### config.mk
export PLATFORM = sky130hd
export DESIGN_NAME = rvfi_causal_multi_check
export DESIGN_NICKNAME = d
export VERILOG_FILES = /design/src/rtl/rvfi_causal_multi_check.sv
export SDC_FILE = /design/constraint.sdc
export NUM_CORES = 1
export LEC_CHECK = 0
export ABC_AREA = 1
export ABC_CLOCK_PERIOD_IN_PS = 6200
export CAP_MARGIN = 20
export CORE_MARGIN = 2
export CORE_UTILIZATION = 40
export CTS_CLUSTER_DIAMETER = 60
export DETAILED_ROUTE_END_ITERATION = 10
export PLACE_DENSITY = 0.95
export SKIP_LAST_GASP = 1
export SLEW_MARGIN = 20
export SYNTH_ARGS = -nofsm -noshare
export SYNTH_HDL_FRONTEND = slang
export SYNTH_SLANG_ARGS = --single-unit
### constraint.sdc
create_clock -name clock -period 6.2 [get_ports clock]
set_clock_uncertainty 0.05 [all_clocks]
set_input_delay 0.62 -clock clock [delete_from_list [all_inputs] [get_ports clock]]
set_output_delay 0.62 -clock clock [all_outputs]
set_load 0.005 [all_outputs]
### src/rtl/rvfi_causal_multi_check.sv
// Register-dependency causality checker for an NRET-wide RVFI retirement bus.
// Optional memory-dependency tracking is enabled by defining RVFI_CAUSAL_MEM_EN.
module rvfi_causal_multi_check #(
    parameter int NRET     = 1,
    parameter int ORDER_W  = 64,
    parameter int CHECK_CH = 0,
`ifdef RVFI_CAUSAL_MEM_EN
    parameter int XLEN     = 32,
`endif
    parameter int CNT_W    = 4
) (
    input  logic                    clock,
    input  logic                    reset,
    input  logic                    arm,
    input  logic                    check,
    input  logic [ORDER_W-1:0]      target_order,
    input  logic [4:0]              target_reg,
    input  logic [NRET-1:0]         rvfi_valid,
    input  logic [NRET*ORDER_W-1:0] rvfi_order,
    input  logic [NRET*5-1:0]       rvfi_rs1_addr,
    input  logic [NRET*5-1:0]       rvfi_rs2_addr,
    input  logic [NRET*5-1:0]       rvfi_rd_addr,
`ifdef RVFI_CAUSAL_MEM_EN
    input  logic [NRET*XLEN-1:0]    rvfi_mem_addr,
    input  logic [NRET*XLEN/8-1:0]  rvfi_mem_rmask,
    input  logic [NRET*XLEN/8-1:0]  rvfi_mem_wmask,
    input  logic [XLEN-1:0]         target_addr,
`endif
    output logic [1:0]              state,
    output logic [CNT_W-1:0]        early_cnt,
    output logic                    fail,
    output logic                    dup_err
);

    localparam int SUM_W = CNT_W + $clog2(NRET + 1) + 1;
    localparam logic [SUM_W-1:0] CNT_MAX = SUM_W'((1 << CNT_W) - 1);
`ifdef RVFI_CAUSAL_MEM_EN
    localparam int WSH = $clog2(XLEN / 8);
`endif

    typedef enum logic [1:0] {
        IDLE  = 2'd0,
        WATCH = 2'd1,
        DONE  = 2'd2
    } state_t;

    state_t            state_q, state_d;
    logic [CNT_W-1:0]  early_cnt_q, early_cnt_d;
    logic              fail_q, fail_d;
    logic              dup_err_q, dup_err_d;

    logic [NRET-1:0]   hit;
    logic [NRET-1:0]   ord_eq;
    logic              tgt;
    logic [SUM_W-1:0]  add_all, add_low;

    function automatic logic [CNT_W-1:0] sat_add(input logic [CNT_W-1:0] base,
                                                 input logic [SUM_W-1:0] inc);
        logic [SUM_W-1:0] sum;
        sum = SUM_W'(base) + inc;
        return (sum > CNT_MAX) ? CNT_MAX[CNT_W-1:0] : sum[CNT_W-1:0];
    endfunction

    // A hit is a younger instruction that read the target's destination before the target retired.
    always_comb begin
        hit     = '0;
        ord_eq  = '0;
        add_all = '0;
        add_low = '0;
        for (int c = 0; c < NRET; c++) begin
            ord_eq[c] = rvfi_valid[c] &&
                        (rvfi_order[c*ORDER_W +: ORDER_W] == target_order);
            hit[c] = rvfi_valid[c] &&
                     (rvfi_order[c*ORDER_W +: ORDER_W] > target_order) &&
                     (target_reg != 5'd0) &&
                     ((rvfi_rs1_addr[c*5 +: 5] == target_reg) ||
                      (rvfi_rs2_addr[c*5 +: 5] == target_reg));
`ifdef RVFI_CAUSAL_MEM_EN
            hit[c] = hit[c] ||
                     (rvfi_valid[c] &&
                      (rvfi_order[c*ORDER_W +: ORDER_W] > target_order) &&
                      (target_addr != '0) &&
                      (rvfi_mem_rmask[c*(XLEN/8) +: XLEN/8] != '0) &&
                      ((rvfi_mem_addr[c*XLEN +: XLEN] >> WSH) == (target_addr >> WSH)));
`endif
            add_all = add_all + SUM_W'(hit[c]);
            if (c < CHECK_CH) begin
                add_low = add_low + SUM_W'(hit[c]);
            end
        end
    end

    always_comb begin
        tgt = check && ord_eq[CHECK_CH] &&
              (rvfi_rd_addr[CHECK_CH*5 +: 5] == target_reg);
`ifdef RVFI_CAUSAL_MEM_EN
        tgt = tgt &&
              (rvfi_mem_wmask[CHECK_CH*(XLEN/8) +: XLEN/8] != '0) &&
              ((rvfi_mem_addr[CHECK_CH*XLEN +: XLEN] >> WSH) == (target_addr >> WSH));
`endif
    end

    always_ff @(posedge clock) begin
        if (reset) begin
            state_q     <= IDLE;
            early_cnt_q <= '0;
            fail_q      <= 1'b0;
            dup_err_q   <= 1'b0;
        end else begin
            state_q     <= state_d;
            early_cnt_q <= early_cnt_d;
            fail_q      <= fail_d;
            dup_err_q   <= dup_err_d;
        end
    end

    // On the target cycle only lower slots retired ahead of it; higher slots are causal.
    always_comb begin
        state_d     = state_q;
        early_cnt_d = early_cnt_q;
        fail_d      = fail_q;
        dup_err_d   = dup_err_q;
        case (state_q)
            IDLE: begin
                if (arm) begin
                    state_d = WATCH;
                end
            end
            WATCH: begin
                if (tgt) begin
                    early_cnt_d = sat_add(early_cnt_q, add_low);
                    fail_d      = (sat_add(early_cnt_q, add_low) != '0);
                    state_d     = DONE;
                end else begin
                    early_cnt_d = sat_add(early_cnt_q, add_all);
                end
            end
            DONE: begin
                if (|ord_eq) begin
                    dup_err_d = 1'b1;
                end
            end
            default: state_d = IDLE;
        endcase
    end

    always_comb begin
        state     = state_q;
        early_cnt = early_cnt_q;
        fail      = fail_q;
        dup_err   = dup_err_q;
    end

endmodule

==> summary.md <==
| Metric | Value |
|---|---|
| Status | `finished, final reports clean` |
| Slew margin rel. | `0.672` |
| HP Class | `reg2reg` |
| Hold Buf Count CTS | `0` |
| Layout cells sized above 1 | `0.0297` |
| Commonest non-fill, non-tap cells in the layout | `160 x clkdlybuf4s50_1, 87 x nand2_1, 85 x inv_1` |
| Final period util | `0.528` |
| Fmax | `306 MHz` |
| Initial antenna violation count | `0` |
| Syn Inst Count | `~380` |
| Part of the Yosys area used for sequential elements | `0.0675` |
| Worst setup SP type | `input port` |
| Avg WL per Cell | `~11 microns` |
| Via-to-Cell Ratio | `between 4 and 5` |
| Drt first pass iters | `4` |
| Final Max Slew Viols | `0` |
| Post-CTS sizing | `0` |
| TritonCTS clock tree | `done` |
| ANT nets after route | `0` |
| Largest net degree at the start of global routing | `7` |
| Final WS setup | `2.93 ns` |
| Fillers | `approximately 470` |
| Area grow syn2layout | `73.2%` |
| Leak | `~2.1 nW` |
| Grt total ovfl | `0` |
| Vias | `around 2.9k` |
| CP Class | `in2reg` |
| Total Power | `about 0.34 mW` |
| Post-Route WL | `between 6 and 7 mm` |
| Slowest stage delay, CP | `0.45 ns` |
| Syn Nets | `approximately 600` |
| Fin util | `0.706` |
| TritonCTS Buffers | `3` |
| Worst Path Buf+Inv | `4` |
| Post-CTS Setup Bufs | `0` |
| Pwr/cell area | `about 83 nW/um^2` |
| Dpl ws | `~2.7 ns` |
| Clk slew on worst S/H paths | `around 0.04 ns` |
| Initial core utilization | `0.408` |
| MaxCap Viol Count | `0` |
| Die height | `between 80 and 90 microns` |
| Worst-Margin Slew | `between 0.4 and 0.5 ns` |
| Boundary pin count | `about 160` |
| Non-Filler Instances | `~600` |
| DR iter-0 viols | `39` |
| First-pass GRT wire length | `11.0 mm` |
| Minimum clock period after layout | `3.27 ns` |
| WP data required | `between 6 and 7 ns` |
| Fin. Hold Viols | `0` |
| Root Driver | `clkbuf_8` |
| Synthesized area per cell | `between 6 and 7 sq um` |
| Vias in the first global route | `2,870` |
| Crit-path cells | `clkdlybuf4s50_1 -> inv_1 -> ha_1 -> nand2_1 -> nor2_2 -> nand2_1 -> nor2_1 -> nand2_2 -> nor2_4 -> inv_1 -> nand4_1 -> a21oi_1 -> ha_1 -> ha_1 -> nand2_1 -> inv_1 -> nand2_1 -> nand2_1 -> nand3b_1 -> nand2_1 -> nor2_1` |
| Worst setup EP type | `flop` |
| Critical path arrival | `~3.3 ns` |
| Diode count | `0` |
| Post-route setup TNS | `0 ns` |
| CP Max Fanout | `4` |
| Clk sink count | `8` |
| Hold Path Origin | `dup_err` |
| Clock latency on the worst-skew pair | `around 0.23 ns` |
| DRC Markers | `0` |
| Setup violations, final | `0` |
| Netlist Area Pre-Place | `between 2000 and 2500 sq um` |
| Origin of the worst setup path | `target_order[47]` |
| Cell family with most CP delay | `simple AND/OR/NAND/NOR gates` |
| Die width | `roughly 81 microns` |
| RSZ-0062 raised after global routing | `false` |
| Dpl hpwl | `about 6.5 mm` |
| Commonest non-fill, non-tap cell in the layout | `clkdlybuf4s50_1` |
| Unique masters post-synth | `24` |
| Slowest CP cell | `clkdlybuf4s50_1` |
| H-Tree Depth | `1` |
| Die Area | `around 6600 sq um` |
| Yosys reg bits | `8` |
| Input/output buffers | `160` |
| Placed cell count | `slightly above 600` |
| Placer Congestion | `roughly 0.89` |
| Yosys warns | `0` |
| Clk buf depth | `2` |
| Cell Rows | `28` |
| Fin nets | `about 760` |
| Core area | `5820 sq um` |
| Cell repeated most along the worst path | `nand2_1` |
| GRT Overall Usage | `0.206` |
| Peak supply drop | `~0.11 mV` |
==> through the flow <==
step | hold slack [ns] | cell area (sq um)
global route | 0.433 | 4110
detailed placement | 0.415 | 4070
floorplan | 0.391 | 2370
global placement | 0.396 | 4070
CTS | 0.422 | 4110
finish | 0.416 | 4110
==> synth_stat cells, drive strengths merged <==
cell type  number  area, sq um
o21ai          11         55.1
nand4           6         37.5
xor2            5         43.8
clkinv          1         3.75
nor3            3         20.0
nand3           6         42.5
a21o            2         15.0
dfxtp           8          160
nand3b          2         15.0
nand2          91          357
o21a            4         30.0
nor2           38          175
a21oi          37          185
ha             66          826
xnor2           9         78.8
or4             1         7.51
inv            85          319
==> layer usage <==
layer,global-route usage,share of wire,vias to the layer above
met3,0.0433,0.093,16
li1,-,-,1515
met4,0.0559,0.025,0
met2,0.440,0.53,133
met5,0,0,-
met1,0.189,0.35,1237
==> logic make-up (layout without fill, tap and decap cells) <==
logic type / after synthesis / in the layout / synth area share
AOI/OAI and AO/OA: 54 / 54 / 0.120
xor gates and xnor gates: 14 / 14 / 0.0517
and+or+nand+nor: 147 / 147 / 0.276
buffers and inverters: 86 / 249 / 0.136
adders and majority gates: 66 / 66 / 0.348
DFF: 8 / 8 / 0.0675
==> worst min-delay path, delay by kind of cell (launching register included) <==
kind,cells,cell delay [ns]
DFF,1,0.31
AOI/OAI and AO/OA,1,0.06
buffers and inverters,1,0.05
==> layout make-up <==
class,count,area [sq um],share of cell area
repair buffers,160,1600,0.390
multi-input cells,281,1890,0.460
well taps,75,93.8,0.0228
clock buffers,3,41.3,0.0101
flip-flops and latches,8,160,0.0390
inverters,86,323,0.0786
==> final timing paths <==
kind             end  slack (ns)  depth (start not counted)
max             flop        2.93                         21
max reg2reg     flop        4.65                          9
min          dup_err        0.42                          2
min reg2reg  dup_err        0.42                          2
==> where the power goes <==
part           leakage [nW]  internal (mW)  switching [mW]  total [mW]
Combinational          2.01          0.139          0.0858       0.225
Sequential           0.0651         0.0534         0.00203      0.0555
Clock                0.0216         0.0421          0.0208      0.0629
Power figures use the tool's default switching activity.
